[src/rtl/alu_pkg.sv]
// Shared definitions for the ALU issue/writeback stage: op codes, FSM encoding,
// default datapath geometry.
package alu_pkg;

    localparam int WIDTH_DEF = 32;
    localparam int RA_W_DEF  = 2;

    localparam logic [1:0] OP_ZERO = 2'd0;
    localparam logic [1:0] OP_ONE  = 2'd1;
    localparam logic [1:0] OP_OR   = 2'd2;
    localparam logic [1:0] OP_AND  = 2'd3;

    typedef enum logic [1:0] {
        ST_IDLE = 2'd0,
        ST_EXEC = 2'd1,
        ST_WB   = 2'd2
    } state_e;

endpackage

[src/rtl/alu_issue_rf_if.sv]
// Command handshake and writeback result bundle between a command source and
// the ALU issue stage.
interface alu_issue_rf_if #(
    parameter int WIDTH = 32,
    parameter int RA_W  = 2
);
    logic            cmd_valid;
    logic            cmd_ready;
    logic [1:0]      cmd_op;
    logic [RA_W-1:0] cmd_src_a;
    logic [RA_W-1:0] cmd_src_b;
    logic [RA_W-1:0] cmd_dst;

    logic             res_valid;
    logic [WIDTH-1:0] res_data;
    logic [RA_W-1:0]  res_dst;

    modport master (
        output cmd_valid, cmd_op, cmd_src_a, cmd_src_b, cmd_dst,
        input  cmd_ready, res_valid, res_data, res_dst
    );

    modport slave (
        input  cmd_valid, cmd_op, cmd_src_a, cmd_src_b, cmd_dst,
        output cmd_ready, res_valid, res_data, res_dst
    );
endinterface

[src/rtl/alu_regfile.sv]
// Small register file: three combinational read ports, a writeback port and a
// direct-load port, with writeback taking priority on an address collision.
module alu_regfile #(
    parameter int WIDTH = 32,
    parameter int RA_W  = 2
) (
    input  logic             clk,
    input  logic             rst_n,
    input  logic [RA_W-1:0]  ra_addr,
    output logic [WIDTH-1:0] ra_data,
    input  logic [RA_W-1:0]  rb_addr,
    output logic [WIDTH-1:0] rb_data,
    input  logic [RA_W-1:0]  dbg_addr,
    output logic [WIDTH-1:0] dbg_data,
    input  logic             wb_en,
    input  logic [RA_W-1:0]  wb_addr,
    input  logic [WIDTH-1:0] wb_data,
    input  logic             ld_en,
    input  logic [RA_W-1:0]  ld_addr,
    input  logic [WIDTH-1:0] ld_data
);
    localparam int NREG = 1 << RA_W;

    logic [WIDTH-1:0] regs [NREG];

    always_ff @(posedge clk or negedge rst_n) begin
        if (!rst_n) begin
            for (int i = 0; i < NREG; i++) regs[i] <= '0;
        end else begin
            for (int i = 0; i < NREG; i++) begin
                // A load colliding with writeback is dropped.
                if (wb_en && wb_addr == RA_W'(i))
                    regs[i] <= wb_data;
                else if (ld_en && ld_addr == RA_W'(i))
                    regs[i] <= ld_data;
            end
        end
    end

    assign ra_data  = regs[ra_addr];
    assign rb_data  = regs[rb_addr];
    assign dbg_data = regs[dbg_addr];

endmodule

[src/rtl/alu_issue_rf.sv]
// Operand-issue / writeback stage feeding an external combinational ALU.
// One command in flight: IDLE -> EXEC -> WB, three cycles per command.
module alu_issue_rf
    import alu_pkg::*;
#(
    parameter int WIDTH = WIDTH_DEF,
    parameter int RA_W  = RA_W_DEF
) (
    input  logic             clk,
    input  logic             rst_n,
    alu_issue_rf_if.slave    cmd,
    input  logic             ld_valid,
    input  logic [RA_W-1:0]  ld_addr,
    input  logic [WIDTH-1:0] ld_data,
    input  logic [RA_W-1:0]  rd_addr,
    output logic [WIDTH-1:0] rd_data,
    output logic [1:0]       Upr_ALU,
    output logic [WIDTH-1:0] A,
    output logic [WIDTH-1:0] B,
    input  logic [WIDTH-1:0] Out_ALU
);
    state_e           state, nstate;
    logic             ready, wb_en, accept;
    logic [RA_W-1:0]  dst_q;
    logic [WIDTH-1:0] ra_data, rb_data;
    logic [WIDTH-1:0] res_data_q;
    logic [RA_W-1:0]  res_dst_q;

    always_ff @(posedge clk or negedge rst_n) begin
        if (!rst_n) state <= ST_IDLE;
        else        state <= nstate;
    end

    always_comb begin
        nstate = state;
        ready  = 1'b0;
        wb_en  = 1'b0;
        case (state)
            ST_IDLE: begin
                ready = 1'b1;
                if (cmd.cmd_valid) nstate = ST_EXEC;
            end
            ST_EXEC: nstate = ST_WB;
            ST_WB: begin
                wb_en  = 1'b1;
                nstate = ST_IDLE;
            end
            default: nstate = ST_IDLE;
        endcase
    end

    assign accept = cmd.cmd_valid && ready;

    // Operands come straight off the read ports, so a same-edge load is not seen.
    always_ff @(posedge clk or negedge rst_n) begin
        if (!rst_n) begin
            Upr_ALU <= OP_ZERO;
            A       <= '0;
            B       <= '0;
            dst_q   <= '0;
        end else if (accept) begin
            Upr_ALU <= cmd.cmd_op;
            A       <= ra_data;
            B       <= rb_data;
            dst_q   <= cmd.cmd_dst;
        end
    end

    always_ff @(posedge clk or negedge rst_n) begin
        if (!rst_n) begin
            res_data_q <= '0;
            res_dst_q  <= '0;
        end else if (state == ST_EXEC) begin
            res_data_q <= Out_ALU;
            res_dst_q  <= dst_q;
        end
    end

    assign cmd.cmd_ready = ready;
    assign cmd.res_valid = wb_en;
    assign cmd.res_data  = res_data_q;
    assign cmd.res_dst   = res_dst_q;

    alu_regfile #(.WIDTH(WIDTH), .RA_W(RA_W)) u_rf (
        .clk      (clk),
        .rst_n    (rst_n),
        .ra_addr  (cmd.cmd_src_a),
        .ra_data  (ra_data),
        .rb_addr  (cmd.cmd_src_b),
        .rb_data  (rb_data),
        .dbg_addr (rd_addr),
        .dbg_data (rd_data),
        .wb_en    (wb_en),
        .wb_addr  (res_dst_q),
        .wb_data  (res_data_q),
        .ld_en    (ld_valid),
        .ld_addr  (ld_addr),
        .ld_data  (ld_data)
    );

endmodule

[src/flat_wrapper.sv]
// flat-port wrapper written by rule: the top's interface ports become plain ports
module alu_issue_rf_flat import alu_pkg::*;
#(
    parameter int WIDTH = WIDTH_DEF,
    parameter int RA_W  = RA_W_DEF
)
  (clk, rst_n, ld_valid, ld_addr, ld_data, rd_addr, rd_data, Upr_ALU, A, B, Out_ALU, cmd_cmd_valid, cmd_cmd_op, cmd_cmd_src_a, cmd_cmd_src_b, cmd_cmd_dst, cmd_cmd_ready, cmd_res_valid, cmd_res_data, cmd_res_dst);
  alu_issue_rf_if #(.WIDTH(WIDTH), .RA_W(RA_W)) cmd_i ();
  input  logic clk;
  input  logic rst_n;
  input  logic ld_valid;
  input  logic [RA_W-1:0] ld_addr;
  input  logic [WIDTH-1:0] ld_data;
  input  logic [RA_W-1:0] rd_addr;
  output logic [WIDTH-1:0] rd_data;
  output logic [1:0] Upr_ALU;
  output logic [WIDTH-1:0] A;
  output logic [WIDTH-1:0] B;
  input  logic [WIDTH-1:0] Out_ALU;
  input wire logic [$bits(cmd_i.cmd_valid)-1:0] cmd_cmd_valid;
  input wire logic [$bits(cmd_i.cmd_op)-1:0] cmd_cmd_op;
  input wire logic [$bits(cmd_i.cmd_src_a)-1:0] cmd_cmd_src_a;
  input wire logic [$bits(cmd_i.cmd_src_b)-1:0] cmd_cmd_src_b;
  input wire logic [$bits(cmd_i.cmd_dst)-1:0] cmd_cmd_dst;
  output wire logic [$bits(cmd_i.cmd_ready)-1:0] cmd_cmd_ready;
  output wire logic [$bits(cmd_i.res_valid)-1:0] cmd_res_valid;
  output wire logic [$bits(cmd_i.res_data)-1:0] cmd_res_data;
  output wire logic [$bits(cmd_i.res_dst)-1:0] cmd_res_dst;
  assign cmd_i.cmd_valid = cmd_cmd_valid;
  assign cmd_i.cmd_op = cmd_cmd_op;
  assign cmd_i.cmd_src_a = cmd_cmd_src_a;
  assign cmd_i.cmd_src_b = cmd_cmd_src_b;
  assign cmd_i.cmd_dst = cmd_cmd_dst;
  assign cmd_cmd_ready = cmd_i.cmd_ready;
  assign cmd_res_valid = cmd_i.res_valid;
  assign cmd_res_data = cmd_i.res_data;
  assign cmd_res_dst = cmd_i.res_dst;
  alu_issue_rf #(.WIDTH(WIDTH), .RA_W(RA_W)) u_core (.clk(clk), .rst_n(rst_n), .cmd(cmd_i), .ld_valid(ld_valid), .ld_addr(ld_addr), .ld_data(ld_data), .rd_addr(rd_addr), .rd_data(rd_data), .Upr_ALU(Upr_ALU), .A(A), .B(B), .Out_ALU(Out_ALU));
endmodule
[config.mk]
export PLATFORM = sky130hd
export DESIGN_NAME = alu_issue_rf_flat
export DESIGN_NICKNAME = d
export VERILOG_FILES = /design/src/rtl/alu_pkg.sv /design/src/rtl/alu_issue_rf_if.sv /design/src/rtl/alu_regfile.sv /design/src/rtl/alu_issue_rf.sv /design/src/flat_wrapper.sv
export SDC_FILE = /design/constraint.sdc
export NUM_CORES = 1
export LEC_CHECK = 0
export BUFFER_PORTS_ARGS = -buffer_cell sky130_fd_sc_hd__buf_2
export CORE_AREA = 3 3 205 207
export DETAILED_ROUTE_END_ITERATION = 8
export DIE_AREA = 0 0 208 210
export SYNTH_ARGS = -nofsm -noshare
export SYNTH_HDL_FRONTEND = slang
export SYNTH_SLANG_ARGS = --single-unit
[constraint.sdc]
create_clock -name clk -period 5.63 [get_ports clk]
set_input_delay 1.4075 -clock clk [delete_from_list [all_inputs] [get_ports clk]]
set_output_delay 1.4075 -clock clk [all_outputs]
set_load 0.02 [all_outputs]
# ---- Word-level counts from Yosys, hierarchy flattened
# Index checks and enable logic that the tools add are counted.
dict set report word_totals {
  word_cells 63
  out_inout_bits 134
  reg_bits 232
  inputBits 80
}
dict set report op_classes {
  reduce_logical 16
  n_lt_le_gt_ge 3
  bitwise_logic 3
  eq_ne 9
  n_mux 21
}
# cell count
set op_table {}
lappend op_table {{$mux W32} 14}
lappend op_table {{$bmux W32 S2} 3}
lappend op_table {{$eq A2 B2 Y1 const B} 5}
lappend op_table {{$ge A3 B3 Y1 const B} 3}
lappend op_table {{$logic_and A1 B1 Y1} 9}
lappend op_table {{$not A2 Y3} 3}
lappend op_table {{$reduce_bool A2 Y1} 4}
lappend op_table {{$eq A2 B1 Y1 const B} 3}
lappend op_table {{$logic_not A2 Y1} 3}
lappend op_table {{$pmux W2 S2} 1}
lappend op_table {{$mux W1} 2}
lappend op_table {{$mux W2} 1}
lappend op_table {{$ne A2 B2 Y1 const B} 1}

# ---- Longest topological paths before layout
dict set report depth {
  ltp_word 4
  mapped_depth 6
  mapped_depth_nobuf 3
}

# ---- Hierarchy
# From an unflattened synthesis, not the netlist that was laid out.
dict set report hier_totals {
  hier_cells 1046
  hier_area_um2 12020.3
}
# mod n_inst seq_area_each_um2 area_each_um2 cells_each
set modules_own_cells {}
lappend modules_own_cells {alu_regfile 1 3203.1 8172.8 824}
lappend modules_own_cells {alu_issue_rf 1 2602.5 3847.4 222}

# ---- Least setup slack after synthesis
# OpenSTA, ideal clock, no wires.
dict set report synth_timing {
  kind {input-to-output}
  from {input rd_addr[0]}
  to {output rd_data[10]}
  stages 3
  arrival_time_ps 2444
  n_path_buf 2
  required_time_ps 4223
  slack_ps 1779
  path_cell_list {buf_2 > buf_2 > mux4_2}
}
dict set report synth_between {
  elab_chain_len 4
}
# item line_no
set synth_rtl {}
lappend synth_rtl {{from (decl)} flat_wrapper.sv:14} ;# input logic [RA_W-1:0] rd_addr;
lappend synth_rtl {{$not A2 Y3 (implied by the code)} alu_regfile.sv:42} ;# assign dbg_data = regs[dbg_addr];
lappend synth_rtl {{$bmux W32 S2} alu_regfile.sv:42}
lappend synth_rtl {{$mux W32 (implied by the code) (2 in series)} alu_regfile.sv:42}
lappend synth_rtl {{to (decl)} flat_wrapper.sv:15} ;# output logic [WIDTH-1:0] rd_data;
# Every way passes these cells. The select of a mux whose other input is x is not followed.

# ---- Final worst setup path
dict set report layout_timing {
  from {input rd_addr[0]}
  to {output rd_data[0]}
}
# Same word-level chain as after synthesis.

==> results_dict.tcl <==
set metrics [dict create \
    drive_above_1_share 0.273 \
    worst-path-buf-inv 3 \
    drc 0 \
    netlist_area_um2 12000 \
    holdPathEnd "u_core.B[17]$_DFFE_PN0P_" \
    cts_setup_buffers 0 \
    crit_family "buffers and inverters" \
    fin_skew_ns 0.0113 \
    crit_required_ns 4.22 \
    min_from "u_core.B[17]$_DFFE_PN0P_" \
    finalInstanceArea_um2 14300 \
    layout_commonest_cell "dfrtp_1" \
    cp.arrival_ns 2.98 \
    ys_seq_area_frac 0.483 \
    crit_path_cell_trace "buf_2 -> buf_12 -> mux4_2 -> buf_2" \
    cts_htree_levels 1 \
    place_area_um2 13500 \
    crit_slowest_cell "buf_2" \
    drt_pass1_iterations 6 \
    vdd_drop_max_mv 0.290 \
    drt.antenna.violating_nets 0 \
    tns_ns 0 \
    clk_pin_slew_ns 0.06 \
    synth_warnings 0 \
    path_class "in -> out" \
    gp_congestion 0.784 \
    cts_resized 0 \
    dp_hpwl_um 23900 \
    r2r_slack_ns 3.04 \
    synthDistinctLibCells 25 \
    period_needed_ns 4.39 \
    final_util 0.354 \
    synth_nets 1163 \
    die_width_um 208 \
    die_h_um 210 \
    final_hold_viol_count 0 \
    slew_headroom 0.157 \
    cts_buffer_depth 3 \
    crit_path_start_kind "primary input" \
    hold_depth 2 \
    finalWirelength_um 39700 \
    r2r-end "u_core.B[8]$_DFFE_PN0P_" \
    crit_top_cell "buf_2" \
    outcome "finished, final reports clean" \
    syn_inst 1083 \
    critPathMaxStageDelay_ns 0.54 \
    critPathMaxFanout 19 \
    tightest_slew_ns 1.26 \
    numCtsBuffers 27 \
    slew_viol_final 0 \
    clk_latency_ns 0.54 \
    drtIter0Drc 678 \
    cts_tree "built" \
    timing.rr.start "u_core.state[1]$_DFFE_PN0P_" \
    grt_overflow 0 \
    grt_max_degree 100 \
    cts_hold_buf 0 \
    grt_first_pass_wirelength_um 61500 \
    vias 9649 \
    pin_count 214 \
    routedWlPerCell_um 22.1 \
    yosys_register_bits 232 \
    cts-root-buf "clkbuf_16" \
    hp-class "reg -> reg" \
    setup_violations 0 \
    final_nets 1326 \
    antenna_found_initial 3 \
    grt_pass1_vias 9757 \
    viasPerCell 5.37 \
    drv_cap 0 \
    clock_sinks 232 \
    start_util 0.297 \
    layout_common_cells "dfrtp_1 (232), mux2i_1 (224), nand2_1 (224)" \
    rows 74 \
    syn-mean-instance-area_um2 11.1 \
    port_buffers 213 \
    r2r_cells 3 \
    period_share 0.779 \
    die_area_um2 43700 \
    grt_usage 0.179 \
    rsz0062_at_grt "false" \
    cellLeakagePower_nw 6.92 \
    area_growth_pct 19.3 \
    cp-end-kind "output port" \
    pwr_density_cell_nw_per_um2 550 \
    core_um2 40600 \
    max_freq_mhz 228 \
]
[power breakdown]
group,total (mW),leakage [nW],internal (mW),switching [mW]
clock network,1.78,0.433,1.06,0.718
registers,3.36,2.79,2.46,0.894
logic,2.76,3.69,1.20,1.56
[synth_stat cells (all sizes together)]
cell type | count | share of area
nor2b | 2 | 0.0010
nor4b | 1 | 0.0020
o221ai | 64 | 0.047
clkbuf | 24 | 0.0075
nand3 | 3 | 0.0012
nand4b | 1 | 0.00073
or3b | 2 | 0.0015
nand3b | 4 | 0.0025
and4bb | 2 | 0.0021
nor2 | 33 | 0.010
nand2 | 224 | 0.070
mux2i | 224 | 0.19
buf | 67 | 0.031
dfrtp | 232 | 0.48
inv | 1 | 0.00031
o21ai | 96 | 0.040
a31oi | 32 | 0.017
mux2 | 38 | 0.037
and3 | 1 | 0.00052
mux4 | 32 | 0.060
[stage by stage]
step / power (mW) / instances / setup WS [ns] / hold slack [ns]
floorplan: 5.01 / 1083 / 1.78 / 0.476
global placement: 6.06 / 1749 / 1.25 / 0.468
detailed placement: 6.14 / 1749 / 1.20 / 0.478
CTS: 7.95 / 1797 / 1.20 / 0.493
global route: 8.40 / 1798 / 1.15 / 0.514
finish: 7.90 / 1798 / 1.24 / 0.483
[registers in the layout, summed over array words and instances (netlist names)]
register / cells
u_core.A: 32
u_core.B: 32
u_core.Upr_ALU: 2
u_core.cmd.res_data: 32
u_core.cmd.res_dst: 2
u_core.dst_q: 2
u_core.state: 2
u_core.u_rf.regs: 128
[layer usage]
layer | vias to the layer above | routed length [um] | share of wire | track usage
li1 | 4282 | - | - | -
met1 | 4908 | 17800 | 0.45 | 0.255
met2 | 413 | 18400 | 0.46 | 0.285
met3 | 44 | 2820 | 0.071 | 0.0308
met4 | 2 | 653 | 0.016 | 0.0437
met5 | - | 13 | 0.00033 | 0
[final cells by class]
type	instances	area, um2
inverters	1	3.75
clock buffers	42	802
repair buffers	225	1200
flip-flops and latches	232	5810
clock inverters	6	82.6
well taps	532	666
multi-input cells	759	5790
fillers	4061	26200
diodes	1	2.50
[worst min-delay path: stages (launching register included)]
cell      delay (ns)
dfrtp_1         0.34
nand2_1         0.05
o221ai_1        0.06
[cells by family (layout without fill, tap and decap cells)]
family	after synthesis	after routing	share of synthesized area
muxes	294	294	0.283
and+or+nand+nor	273	273	0.0918
DFF	232	232	0.483
AOI/OAI and AO/OA	192	192	0.103
buffers and inverters	92	274	0.0392
other	0	1	0
[worst max path at each step]
stage	to	depth (start not counted)	from	slack (ns)
6_report	rd_data[0]	4	rd_addr[0]	1.24
2_1_floorplan	rd_data[10]	3	rd_addr[0]	1.78
3_5_place_dp	rd_data[0]	4	rd_addr[0]	1.20
5_1_grt	rd_data[0]	4	rd_addr[0]	1.15
3_3_place_gp	rd_data[30]	4	rd_addr[0]	1.25
4_1_cts	rd_data[0]	4	rd_addr[0]	1.20
Power figures use the tool's default switching activity.
